<file path="config.mk">
export PLATFORM = sky130hd
export DESIGN_NAME = motion_seq
export DESIGN_NICKNAME = d
export VERILOG_FILES = /design/src/rtl/motion_seq.sv
export SDC_FILE = /design/constraint.sdc
export NUM_CORES = 1
export LEC_CHECK = 0
export CORE_MARGIN = 4
export CORE_UTILIZATION = 54
export CTS_BUF_LIST = sky130_fd_sc_hd__clkbuf_16
export DETAILED_ROUTE_END_ITERATION = 8
export PLACE_DENSITY_LB_ADDON = 0.15
export SYNTH_ARGS = -nofsm -noshare
export SYNTH_HDL_FRONTEND = slang
export SYNTH_SLANG_ARGS = --single-unit
</file>
<file path="constraint.sdc">
create_clock -name clk0 -period 3.1 [get_ports clk0]
set_input_delay 0.31 -clock clk0 [delete_from_list [all_inputs] [get_ports clk0]]
set_output_delay 0.31 -clock clk0 [all_outputs]
set_load 0.02 [all_outputs]
</file>
<file path="src/rtl/motion_seq.sv">
// Drive-servo command sequencer: a one-deep command queue feeding a frame-aligned
// PWM generator for the left and right servos. Width changes take effect only at frame boundaries.
module motion_seq #(
  parameter int FRAME_CYC   = 1000000,
  parameter int NEUTRAL_CYC = 75000,
  parameter int SPD_CYC     = 25000,
  parameter int CNT_W       = 20,
  parameter int DUR_W       = 8
) (
  input  logic             clk0,
  input  logic             rst_n,
  input  logic             cmd_valid,
  output logic             cmd_ready,
  input  logic [2:0]       cmd_op,
  input  logic [DUR_W-1:0] cmd_dur,
  input  logic             abort,
  output logic             pwm_l,
  output logic             pwm_r,
  output logic             frame_tick,
  output logic             busy,
  output logic             done,
  output logic             err_op,
  output logic             fsm_state
);

  // Handshake: a command transfers on a rising clk0 edge where cmd_valid && cmd_ready.
  // cmd_ready is high only while the queue is empty and abort is low.

  localparam logic [CNT_W-1:0] LAST_CNT = CNT_W'(FRAME_CYC - 1);
  localparam logic [CNT_W-1:0] W_N      = CNT_W'(NEUTRAL_CYC);
  localparam logic [CNT_W-1:0] W_HI     = CNT_W'(NEUTRAL_CYC + SPD_CYC);
  localparam logic [CNT_W-1:0] W_LO     = CNT_W'(NEUTRAL_CYC - SPD_CYC);

  typedef enum logic {IDLE = 1'b0, RUN = 1'b1} state_t;

  state_t             state, state_nxt;
  logic [CNT_W-1:0]   cnt, cnt_nxt;
  logic [CNT_W-1:0]   act_w_l, act_w_r, w_l_nxt, w_r_nxt;
  logic [CNT_W-1:0]   op_w_l, op_w_r;
  logic [DUR_W-1:0]   rem, rem_nxt;
  logic               q_valid;
  logic [2:0]         q_op;
  logic [DUR_W-1:0]   q_dur;
  logic               accept, load, q_clr;

  assign cnt_nxt   = (cnt == LAST_CNT) ? '0 : cnt + CNT_W'(1);
  assign cmd_ready = !q_valid && !abort;
  assign accept    = cmd_valid && cmd_ready;
  assign err_op    = accept && (cmd_op > 3'd4);
  assign busy      = (state == RUN) || q_valid;
  assign fsm_state = state;

  // Illegal ops fall through to STOP widths.
  always_comb begin
    op_w_l = W_N;
    op_w_r = W_N;
    case (q_op)
      3'd1:    begin op_w_l = W_HI; op_w_r = W_LO; end
      3'd2:    begin op_w_l = W_LO; op_w_r = W_HI; end
      3'd3:    begin op_w_l = W_LO; op_w_r = W_LO; end
      3'd4:    begin op_w_l = W_HI; op_w_r = W_HI; end
      default: begin op_w_l = W_N;  op_w_r = W_N;  end
    endcase
  end

  always_comb begin
    state_nxt = state;
    rem_nxt   = rem;
    w_l_nxt   = act_w_l;
    w_r_nxt   = act_w_r;
    load      = 1'b0;
    q_clr     = 1'b0;
    done      = 1'b0;
    if (abort) begin
      // The running pulse keeps its width until the frame ends.
      state_nxt = IDLE;
      if (frame_tick) begin
        w_l_nxt = W_N;
        w_r_nxt = W_N;
      end
    end else if (frame_tick) begin
      case (state)
        IDLE: begin
          if (q_valid) begin
            load = 1'b1;
          end else begin
            w_l_nxt = W_N;
            w_r_nxt = W_N;
          end
        end
        RUN: begin
          if (rem > DUR_W'(1)) begin
            rem_nxt = rem - DUR_W'(1);
          end else begin
            done = 1'b1;
            if (q_valid) begin
              load = 1'b1;
            end else begin
              w_l_nxt   = W_N;
              w_r_nxt   = W_N;
              state_nxt = IDLE;
            end
          end
        end
        default: state_nxt = IDLE;
      endcase
      if (load) begin
        q_clr = 1'b1;
        if (q_dur == '0) begin
          done      = 1'b1;
          w_l_nxt   = W_N;
          w_r_nxt   = W_N;
          state_nxt = IDLE;
        end else begin
          w_l_nxt   = op_w_l;
          w_r_nxt   = op_w_r;
          rem_nxt   = q_dur;
          state_nxt = RUN;
        end
      end
    end
  end

  always_ff @(posedge clk0 or negedge rst_n) begin
    if (!rst_n) begin
      state      <= IDLE;
      cnt        <= '0;
      frame_tick <= 1'b0;
      pwm_l      <= 1'b0;
      pwm_r      <= 1'b0;
      act_w_l    <= W_N;
      act_w_r    <= W_N;
      rem        <= '0;
      q_valid    <= 1'b0;
      q_op       <= '0;
      q_dur      <= '0;
    end else begin
      state      <= state_nxt;
      cnt        <= cnt_nxt;
      frame_tick <= (cnt_nxt == LAST_CNT);
      pwm_l      <= (cnt < act_w_l);
      pwm_r      <= (cnt < act_w_r);
      act_w_l    <= w_l_nxt;
      act_w_r    <= w_r_nxt;
      rem        <= rem_nxt;
      // Accept and load never coincide: accept needs an empty queue, load a full one.
      if (abort) begin
        q_valid <= 1'b0;
      end else if (accept) begin
        q_valid <= 1'b1;
        q_op    <= cmd_op;
        q_dur   <= cmd_dur;
      end else if (q_clr) begin
        q_valid <= 1'b0;
      end
    end
  end

endmodule

</file>
# [Yosys cells after proc, flatten, opt, wreduce, memory -nomap -nowiden]
# Cells that the tools add are included.
[totals] reg_bits=84 out_inout_bits=8 word_cells=87
[op_classes] addsub=2 magnitude_cmp=4 n_eq_ne=7 muxes=45 n_bitwise=2 reduce_logical=16
[op_table] operator="two-way mux 20 bit" n=14
[op_table] operator="case mux 20 bit (2 select lines)" n=2
[op_table] operator="case mux 17 bit (2 select lines)" n=2
[op_table] operator="equality test 20 bit, second input constant" n=2
[op_table] operator="< comparator 20 bit" n=2
[op_table] operator="two-way mux 8 bit" n=4
[op_table] operator="two-way mux 1 bit" n=22
[op_table] operator="adder 20 x 1 -> 20 bit, second input constant" n=1
[op_table] operator="> comparator 8 x 1 -> 1 bit, second input constant" n=1
[op_table] operator="zero test 8 bit" n=1
[op_table] operator="OR reduction 2 bit" n=4
[op_table] operator="subtractor 8 x 1 -> 8 bit, second input constant" n=1
[op_table] operator="equality test 3 x 2 -> 1 bit, second input constant" n=2
[op_table] operator="AND reduction 2 bit" n=3
[op_table] operator="!= test 4 x 3 -> 1 bit, second input constant" n=1
[op_table] operator="equality test 3 x 1 -> 1 bit, second input constant" n=1
[op_table] operator="equality test 3 bit, second input constant" n=1
[op_table] operator="> comparator 3 bit, second input constant" n=1
[op_table] operator="logical AND 1 bit" n=3
[op_table] operator="nonzero test 3 bit" n=1
[op_table] operator="zero test 1 bit" n=2
[op_table] operator="NOT 1 bit" n=2
[op_table] operator="case mux 1 bit (2 select lines)" n=1
[op_table] operator="nonzero test 2 bit" n=1
[op_table] operator="logical OR 1 bit" n=1

# [Longest topological paths before layout]
[logic_depth] ltp_word=11 depth_mapped=9

# [Worst setup path after synthesis]
# No wires, ideal clock.
[synth_path] path_kind="flip-flop to output port" startpoint="reg q_dur[7]" endpoint="out done" arrival_ps=1752 path_slack_ps=1038 path_stages_with_launch=4 n_path_buf=0 path_cell_list="dfrtp_1 > or4_1 > or4_1 > a21oi_1"
[synth_between] elab_chain_cells=5
[synth_rtl] element="start: declaration" line="43" rtl="logic [DUR_W-1:0] q_dur;"
[synth_rtl] element="start signal: assignment" line="152" rtl="q_dur <= cmd_dur;"
[synth_rtl] element="zero test 8 bit" line="109" rtl="if (q_dur == '0) begin"
[synth_rtl] element="two-way mux 1 bit" line="109"
[synth_rtl] element="two-way mux 1 bit" line="107" rtl="if (load) begin"
[synth_rtl] element="two-way mux 1 bit" line="81" rtl="end else if (frame_tick) begin"
[synth_rtl] element="two-way mux 1 bit" line="74" rtl="if (abort) begin"
[synth_rtl] element="end: declaration" line="21" rtl="output logic done,"
# No other way between the ends.

# [Worst setup path after layout]
# Same ends and word-level chain as after synthesis.

==> flow_summary_export.csv <==
group,metric,value,unit
run_status,outcome,"completed",
power_and_ir_drop,power.density,410,nW/um2
synthesis,ys_seq_elements,54,
routing,met3_wirelength,344,um
timing,timing_worst_slew_pin_value,0.759,ns
routing,wl_met1,3560,um
routing,detail_route.first_pass.iterations,4,
routing,detail_route.vias_per_cell,5.91,
timing,slew_viol_final,0,
floorplan,core_area,5680,um2
clocking,ctsRootBufferMaster,"clkbuf_16",
critical_path,worstPathRequired,2.79,ns
synthesis,sequential_area_share_after_synthesis,0.418,
placed_design,port_buffers,22,
synthesis,yosys-top-cells-area,"dfrtp_1, ha_1, dfstp_2, mux2_2, nor2_1",
placed_design,post-place-cells,421,
floorplan,die-height,85.6,um
timing,max_slew_margin,0.494,
clocking,postCtsSetupRepairBufs,0,
timing,skew,0.00648,ns
routing,first_iter_violations,178,
clocking,cts_hold_buffers,0,
power_and_ir_drop,pwr-share-seq,0.503,
critical_path,crit_buf_inv,1,
power_and_ir_drop,netSwitchingPower,343,uW
clocking,number_of_buffers_inserted_during_clock_tree_synthesis,5,
routing,route.final.wire_length,7030,um
floorplan,dieArea,7320,um2
layout,regArea,1360,um2
synthesis,syn_nets,376,
grt,maximum_number_of_pins_on_one_net_before_global_route_repair,36,
layout,area_taken_by_multi_input_logic_gates,1780,um2
floorplan,initial_utilization,0.573,
grt,grt_remaining_overflow,0,
power_and_ir_drop,power.ir.vdd_worst,255,uV
power_and_ir_drop,total_leakage_power,1.79,nW
critical_path,critical_path_arrival,2.51,ns
critical_path,timing_worst_setup_path_type,"reg2out",
synthesis,async_set_or_reset_flop_fraction_in_the_synthesized_netlist,1.00,
grt,grt_antenna_before_repair,0,
clocking,clock_insertion_delay_worst_skew,0.29,ns
layout,antenna_cells_inserted,0,
critical_path,worst_r2r_src,"cnt[0]",
timing,final_period_minus_worst_setup_slack,2.82,ns
critical_path,worst-path-max-fanout,3,
flow_run,number_of_maximum_capacitance_constraint_violations,0,
layout,instances_no_fill,429,
routing,route.antenna.remaining_nets,0,
synthesis,synth-edff-count,0,
timing,fmaxAchievable,0.355,GHz
routing,met2_length,3040,um
clocking,h-tree-depth,2,
timing,setup_viol_count_final,0,
placed_design,dp_hpwl,5280,um
layout,relative_area_change_from_synthesis_to_final_layout,14.0,%
timing,timing.final.hold_violations,0,
timing,grt_setup_unrepaired,"no",
grt,overall_track_demand_over_capacity_in_global_routing,0.207,
layout,post_route_cells_drive_above_1_share,0.109,
clocking,cts_buffer_depth,2,
power_and_ir_drop,combinationalPowerShare,0.070,
power_and_ir_drop,clock_power_share,0.427,
synthesis,syn_area,3250,um2
clocking,tritoncts,"yes",
placed_design,globalplace.congestion,0.839,
synthesis,yosysTopAreaCellShare,0.370,
critical_path,path_delay_family,"simple AND/OR/NAND/NOR gates",
synthesis,synth.distinct_cells,52,
routing,detail_route.drc_violations,0,
critical_path,cp_common_cell,"or4_1",
layout,n_fill_cell,466,
critical_path,critical_path.slowest_cell,"clkdlybuf4s50_1",
layout,design.final.nets,396,
synthesis,postSynthAreaPerCell,9.67,um2
critical_path,worst_setup_path_startpoint,"q_dur[7]",
grt,grt_first_pass_wirelength,12200,um
power_and_ir_drop,cellInternalPower,1.18,mW
critical_path,worstSetupEndpointType,"output pin",
routing,routed.top_layer,"met4",
synthesis,yosys_most_used_dff,"dfrtp_1",
floorplan,io-pin-count,23,
clocking,clk_pin_slew,0.07,ns
routing,wl_per_cell,16.4,um
synthesis,synth_cells,336,
grt,first_global_vias,2490,
critical_path,critical_path.startpoint_type,"flop",
floorplan,rows,27,
hold_path,hold_path_class,"in2async",
timing,setup_tns,0,ns
layout,layout_common_cells,"dfrtp_1, nor2_1, ha_1",
floorplan,die_w,85.6,um
power_and_ir_drop,power.total,1.52,mW
clocking,number_of_clock_sinks,54,
critical_path,crit_chain,"or4_1, or4_1, a21oi_1, clkdlybuf4s50_1",
timing,layout_worst_path_cycle_share,0.910,
synthesis,yosys_warnings,0,
critical_path,critical_path.max_stage_delay,0.62,ns
power_and_ir_drop,swShare,0.225,
synthesis,synth_area_leader_cell,"dfrtp_1",
routing,routed-via-count,2534,
clocking,cts_resized,0,
layout,layout.cells.most_common,"dfrtp_1",
==> cells by family (layout without fill, tap and decap cells) <==
logic type	after synthesis	after routing	synth area share
multiplexers	13	13	0.0446
XOR/XNOR	23	23	0.0620
adder cells (fa/ha/maj)	25	25	0.0962
AND/OR/NAND/NOR	125	125	0.209
flip-flops	54	54	0.418
buffers and inverters	29	50	0.0354
AO/OA/AOI/OAI	67	67	0.135
==> flip-flops by register name, summed over array words and instances (netlist names) <==
| name | flops |
|---|---|
| act_w_l | 5 |
| act_w_r | 5 |
| cnt | 20 |
| frame_tick | 1 |
| fsm_state | 1 |
| pwm_l | 1 |
| pwm_r | 1 |
| q_dur | 8 |
| q_op | 3 |
| q_valid | 1 |
| rem | 8 |
==> through the flow <==
step	util	area [um2]	hold slack (ns)	setup WS [ns]
final	0.653	3710	0.0884	0.279
after global placement	0.623	3530	0.426	0.592
after CTS	0.653	3710	0.121	0.263
after global routing	0.653	3710	0.156	0.171
after detailed placement	0.623	3530	0.432	0.588
after floorplan	-	3250	0.0144	1.04
==> power by group through the flow <==
stage | clock, mW | sequential, mW | combinational [mW]
final | 0.650 | 0.765 | 0.107
after global routing | 0.691 | 0.772 | 0.121
after CTS | 0.662 | 0.765 | 0.109
after detailed placement | 0 | 0.779 | 0.109
after global placement | 0 | 0.775 | 0.107
after floorplan | 0 | 0.763 | 0.0664
==> metal layers <==
| metal | GRT usage | vias to the layer above |
|---|---|---|
| li1 | - | 1247 |
| met1 | 0.320 | 1222 |
| met2 | 0.303 | 57 |
| met3 | 0.0355 | 8 |
| met4 | 0.0489 | 0 |
| met5 | 0 | - |
==> final timing paths <==
check                              to  slack (ns)  depth (start not counted)
max                              done        0.28                          4
max in group asynchronous  act_w_l[6]        2.22                          2
min                           cnt[12]        0.09                          1
max reg2reg                frame_tick        0.75                          7
min reg2reg                    cnt[0]        0.53                          1
min in group clk0              cnt[0]        0.53                          1
==> worst reg2reg max path, stage by stage (launching register included) <==
cell	delay, ns
dfrtp_1	0.43
ha_1	0.28
nand3_2	0.20
nor2_1	0.10
and4_1	0.29
or4b_1	0.62
nor3_1	0.15
and4_1	0.22
==> cell type report <==
class,instances,share of cell area
timing repair buffer,27,0.0682
tap,72,0.0243
inverter,15,0.0152
sequential,54,0.367
multi-input combinational,253,0.479
clock buffer,5,0.0337
clock inverter,3,0.0128
==> cells in the mapped netlist, types with 5 or more instances <==
library cell / number
a21o_1: 9
a21oi_1: 9
buf_2: 5
clkbuf_1: 9
dfrtp_1: 48
dfstp_2: 6
ha_1: 25
inv_1: 15
mux2_2: 12
nand2_1: 23
nand3_1: 12
nand4_1: 5
nor2_1: 34
nor3_1: 11
o21ai_0: 23
or4_1: 5
xnor2_1: 12
xor2_1: 11
Power figures use the tool's default switching activity.
